**config.mk**
```make
export PLATFORM = sky130hd
export DESIGN_NAME = eka_mem_arbiter
export DESIGN_NICKNAME = d
export VERILOG_FILES = /design/src/rtl/eka_mem_arbiter.sv
export SDC_FILE = /design/constraint.sdc
export NUM_CORES = 1
export LEC_CHECK = 0
export CAP_MARGIN = 20
export CORE_MARGIN = 2
export CORE_UTILIZATION = 33
export DETAILED_ROUTE_END_ITERATION = 8
export PLACE_DENSITY = 0.8
export SKIP_CTS_REPAIR_TIMING = 1
export SLEW_MARGIN = 20
export SYNTH_ARGS = -nofsm -noshare
export SYNTH_HDL_FRONTEND = slang
export SYNTH_SLANG_ARGS = --single-unit
```
**constraint.sdc**
```tcl
create_clock -name clk -period 1.77 [get_ports clk]
set_input_delay 0.2655 -clock clk [delete_from_list [all_inputs] [get_ports clk]]
set_output_delay 0.2655 -clock clk [all_outputs]
set_load 0.01 [all_outputs]
```
**src/rtl/eka_mem_arbiter.sv**
```systemverilog
// Multi-cycle sequencer for the Eka core: one memory port shared between
// instruction fetch and at most one load/store per instruction.
module eka_mem_arbiter #(
    parameter int          ADDR_WIDTH = 32,
    parameter logic [31:0] NOP_INSTR  = 32'h0000_0013
) (
    input  logic                  clk,
    input  logic                  reset,
    input  logic [ADDR_WIDTH-1:0] inst_addr,
    input  logic [ADDR_WIDTH-1:0] data_addr,
    input  logic [31:0]           core_wr_data,
    input  logic                  core_mem_rd,
    input  logic                  core_mem_wr,
    output logic [31:0]           instruction,
    output logic [31:0]           core_rd_data,
    output logic                  core_step,
    output logic                  req_valid,
    input  logic                  req_ready,
    output logic [ADDR_WIDTH-1:0] req_addr,
    output logic                  req_wr,
    output logic [31:0]           req_wdata,
    input  logic                  rsp_valid,
    input  logic [31:0]           rsp_data,
    output logic [31:0]           instret,
    output logic                  protocol_err
);

    typedef enum logic [2:0] {
        S_FETCH  = 3'd0,
        S_FWAIT  = 3'd1,
        S_DECODE = 3'd2,
        S_DATA   = 3'd3,
        S_DWAIT  = 3'd4,
        S_COMMIT = 3'd5
    } state_t;

    state_t      r_state;
    state_t      w_next;
    logic [31:0] r_instr;
    logic [31:0] r_rd_data;
    logic [31:0] r_instret;
    logic        r_wr;
    logic        r_err;
    logic        r_drop;
    logic        w_rsp_live;
    logic        w_rsp_wait;
    logic        w_rsp_spurious;
    logic        w_both;

    // Response qualification; r_drop swallows the reply owed to a request aborted by reset
    always_comb begin
        w_rsp_live     = rsp_valid & ~r_drop;
        w_rsp_wait     = (r_state == S_FWAIT) || (r_state == S_DWAIT);
        w_rsp_spurious = w_rsp_live & ~w_rsp_wait;
        w_both         = (r_state == S_DECODE) & core_mem_rd & core_mem_wr;
    end

    // Next-state logic
    always_comb begin
        w_next = r_state;
        case (r_state)
            S_FETCH: begin
                if (req_ready) w_next = S_FWAIT;
                else           w_next = S_FETCH;
            end
            S_FWAIT: begin
                if (w_rsp_live) w_next = S_DECODE;
                else            w_next = S_FWAIT;
            end
            S_DECODE: begin
                if (core_mem_rd || core_mem_wr) w_next = S_DATA;
                else                            w_next = S_COMMIT;
            end
            S_DATA: begin
                if (req_ready) w_next = S_DWAIT;
                else           w_next = S_DATA;
            end
            S_DWAIT: begin
                if (w_rsp_live) w_next = S_COMMIT;
                else            w_next = S_DWAIT;
            end
            S_COMMIT: w_next = S_FETCH;
            default:  w_next = S_FETCH;
        endcase
    end

    // Memory request and commit outputs, decoded from the state register
    always_comb begin
        req_valid = 1'b0;
        req_addr  = inst_addr;
        req_wr    = 1'b0;
        req_wdata = 32'd0;
        case (r_state)
            S_FETCH: begin
                req_valid = ~reset;
            end
            S_DATA: begin
                req_valid = ~reset;
                req_addr  = data_addr;
                req_wr    = r_wr;
                req_wdata = core_wr_data;
            end
            default: begin
                req_valid = 1'b0;
            end
        endcase
        core_step = (r_state == S_COMMIT) & ~reset;
    end

    // State and datapath registers
    always_ff @(posedge clk) begin
        if (reset) begin
            r_state   <= S_FETCH;
            r_instr   <= NOP_INSTR;
            r_rd_data <= 32'd0;
            r_instret <= 32'd0;
            r_wr      <= 1'b0;
            r_err     <= 1'b0;
            r_drop    <= (w_rsp_wait | r_drop) & ~rsp_valid;
        end else begin
            r_state <= w_next;
            if (rsp_valid && r_drop) r_drop <= 1'b0;
            if ((r_state == S_FWAIT) && w_rsp_live) r_instr <= rsp_data;
            // Conflicting decode resolves to a write, latched so the request stays stable
            if (r_state == S_DECODE) r_wr <= core_mem_wr;
            if ((r_state == S_DWAIT) && w_rsp_live && !r_wr) r_rd_data <= rsp_data;
            if (r_state == S_COMMIT) r_instret <= r_instret + 32'd1;
            if (w_rsp_spurious || w_both) r_err <= 1'b1;
        end
    end

    assign instruction  = r_instr;
    assign core_rd_data = r_rd_data;
    assign instret      = r_instret;
    assign protocol_err = r_err;

endmodule

```
==> flow_metrics.env <==
export IMPL_outcome="complete, but fails checks"
export IMPL_violations="setup timing"
export IMPL_synth_top_area_frac=0.4264
export IMPL_cts_buffer_depth=2
export IMPL_regToRegSetupSlack_ps=-280
export IMPL_cts_sinks=102
export IMPL_clock_latency_ps=350
export IMPL_yosysSeqAreaShare=0.4327
export IMPL_wl_per_cell_um=19.40
export IMPL_reg2reg_from="r_state[1]$_SDFF_PP0_"
export IMPL_gr_total_overflow=0
export IMPL_area_growth_pct=90.24
export IMPL_ys_top_cells_by_area="dfxtp_1 43%, nand2_1 11%, a21oi_1 9.1%"
export IMPL_power_mw=5.627
export IMPL_crit_start="r_state[1]$_SDFF_PP0_"
export IMPL_synthTopCellsByCount="137 x nand2_1, 101 x dfxtp_1, 86 x a21oi_1, 35 x and3_1, 33 x clkbuf_1"
export IMPL_synth_edf_count=1
export IMPL_end_kind="flip-flop"
export IMPL_io_pins=298
export IMPL_dp_slack_ps=-234.3
export IMPL_finalClockSkew_ps=13.01
export IMPL_start_kind="flip-flop"
export IMPL_grt_antenna_before_repair=1
export IMPL_ant_nets=0
export IMPL_report_final_setup_viol=44
export IMPL_hold_path_class="reg2reg"
export IMPL_cp_required_ps=2050
export IMPL_grt_start_max_net_pins=74
export IMPL_synth_cell_type_count=43
export IMPL_io_buffers=297
export IMPL_gp_congestion=0.8832
export IMPL_die_area_um2=15350
export IMPL_hold_start="instruction[9]$_SDFFE_PP0P_"
export IMPL_grt_pass1_wl_um=28660
export IMPL_power_density_nw_per_um2=623.8
export IMPL_clk_pin_slew_worst_paths_ps=70
export IMPL_syn_nets=713
export IMPL_place_area_um2=8185
export IMPL_fmax_mhz=487.7
export IMPL_seq_area_um2=2072
export IMPL_drtPass1Iterations=5
export IMPL_cts_buffers=9
export IMPL_diodes=0
export IMPL_fp_dieH_um=123.9
export IMPL_maxSlewHeadroom=0.4867
export IMPL_syn_instance_count=578
export IMPL_cts_tree="done"
export IMPL_cp_max_fo=7
export IMPL_cts_root_buf="clkbuf_16"
export IMPL_coreArea_um2=13930
export IMPL_grt_pass1_vias=5165
export IMPL_r2r_cells=6
export IMPL_tightestPinTransition_ps=770.0
export IMPL_drive_above_1_share=0.2220
export IMPL_multi_input_area_um2=2705
export IMPL_hpwl_um=15940
export IMPL_setup_worst_path_end="instret[31]$_SDFFE_PP0N_"
export IMPL_synth_flop_cell="dfxtp_1"
export IMPL_drcViolationCount=0
export IMPL_vdd_drop_max_mv=0.4854
export IMPL_synth_seq_cells=102
export IMPL_std_cell_rows=43
export IMPL_drt_iter0_drc=403
export IMPL_yosysTopAreaCell="dfxtp_1"
export IMPL_routed_wl_um=21150
export IMPL_fin_nets=1041
export IMPL_finish_instance_area_um2=9021
export IMPL_syn_area_um2=4742
export IMPL_yosys_warnings=0
export IMPL_setup_ws_ps=-280.5
export IMPL_fin_crit_sh=1.158
export IMPL_vias=5663
export IMPL_start_util=0.3403
export IMPL_reg2reg_to="instret[31]$_SDFFE_PP0N_"
export IMPL_synth_avg_cell_area_um2=8.204
export IMPL_die_w_um=123.9
export IMPL_cellLeakagePower_nw=3.887
export IMPL_num_fill_cells=1129
export IMPL_rsz0062_at_grt="true"
export IMPL_fin_hold_ws_ps=452.4
export IMPL_drv_slew=0
export IMPL_fin_tns_setup_ps=-8476
export IMPL_worstSetupPathType="reg2reg"
export IMPL_track_usage=0.2536
export IMPL_synth_most_common_cell="nand2_1"
export IMPL_hold_violations=0
export IMPL_fin_crit_ps=2050
export IMPL_arrival_ps=2330
export IMPL_synth_async_reset_ratio=0
export IMPL_htree_num_levels=3
export IMPL_maxCapViolCount=0
export IMPL_viasPerCell=5.195
[sequential cells by signal, indices dropped and copies added (netlist names)]
name          flops
instret          32
r_state           3
r_wr              1
r_drop            1
instruction      32
core_rd_data     32
protocol_err      1
[area by class of cell]
| cell class | count | area share |
|---|---|---|
| Tap cell | 180 | 0.02497 |
| Clock inverter | 3 | 0.007628 |
| Sequential cell | 102 | 0.2297 |
| Timing Repair Buffer | 362 | 0.4046 |
| Inverter | 3 | 0.001248 |
| Multi-Input combinational cell | 428 | 0.2999 |
| Clock buffer | 12 | 0.03204 |
[critical path, stage by stage (launching register included)]
cell	delay [ps]
dfxtp_2	320
buf_4	150
nand4b_1	240
buf_4	190
or4_4	460
or4_1	480
a21oi_1	150
[logic make-up (layout without fill, tap and decap cells)]
| group | after synthesis | count (layout) | synth area share |
|---|---|---|---|
| buf+inv | 50 | 380 | 0.05435 |
| fa+ha+maj | 1 | 1 | 0.002638 |
| mux | 35 | 35 | 0.08232 |
| flops | 102 | 102 | 0.4327 |
| compound gates | 116 | 116 | 0.1332 |
| xor+xnor | 9 | 9 | 0.01662 |
| simple gates | 265 | 267 | 0.2781 |
[placed cells by master (no fill, tap or decap), drive strengths merged, types with 2 or more instances in the layout]
master	n
clkdlybuf4s50	229
nand2	137
dfxtp	101
buf	95
a21oi	86
and3	35
mux2	32
dlymetal6s2s	27
clkbuf	23
or4	18
nor2	16
nand4	15
o31ai	15
nand3	11
o21ai	10
or3	10
xor2	9
nand2b	5
and4	4
nor3	4
inv	4
mux2i	3
nand3b	3
and2	3
nand4b	2
bufinv	2
and4b	2
[layer usage]
metal	track usage	routed length [um]	up-vias
met5	0	13	-
met4	0.1357	1222	2
met3	0.08196	1431	61
met2	0.4509	11020	234
met1	0.2646	7459	2681
li1	-	-	2685
[worst min path at each step]
| stage | cells after the start | to |
|---|---|---|
| 4_1_cts | 3 | instret[3]$_SDFFE_PP0N_ |
| 6_report | 2 | instruction[9]$_SDFFE_PP0P_ |
| 2_1_floorplan | 2 | instruction[0]$_SDFFE_PP1P_ |
| 3_5_place_dp | 2 | core_rd_data[2]$_SDFFE_PP0P_ |
| 3_3_place_gp | 2 | core_rd_data[6]$_SDFFE_PP0P_ |
| 5_1_grt | 3 | instret[7]$_SDFFE_PP0N_ |
[metrics by stage]
stage | std cells | utilization
after global routing | 1090 | 0.6474
after CTS | 1075 | 0.6131
after detailed placement | 1060 | 0.5874
after floorplan | 578 | -
final | 1090 | 0.6474
after global placement | 1060 | 0.5874
[power breakdown]
part	leakage, nW	switching (mW)	total (mW)	internal (mW)
registers	0.834	0.0243	2.36	2.34
clock network	0.176	0.866	2.31	1.45
logic	2.88	0.375	0.951	0.576
Note: power is estimated with default switching activity, not from simulation.
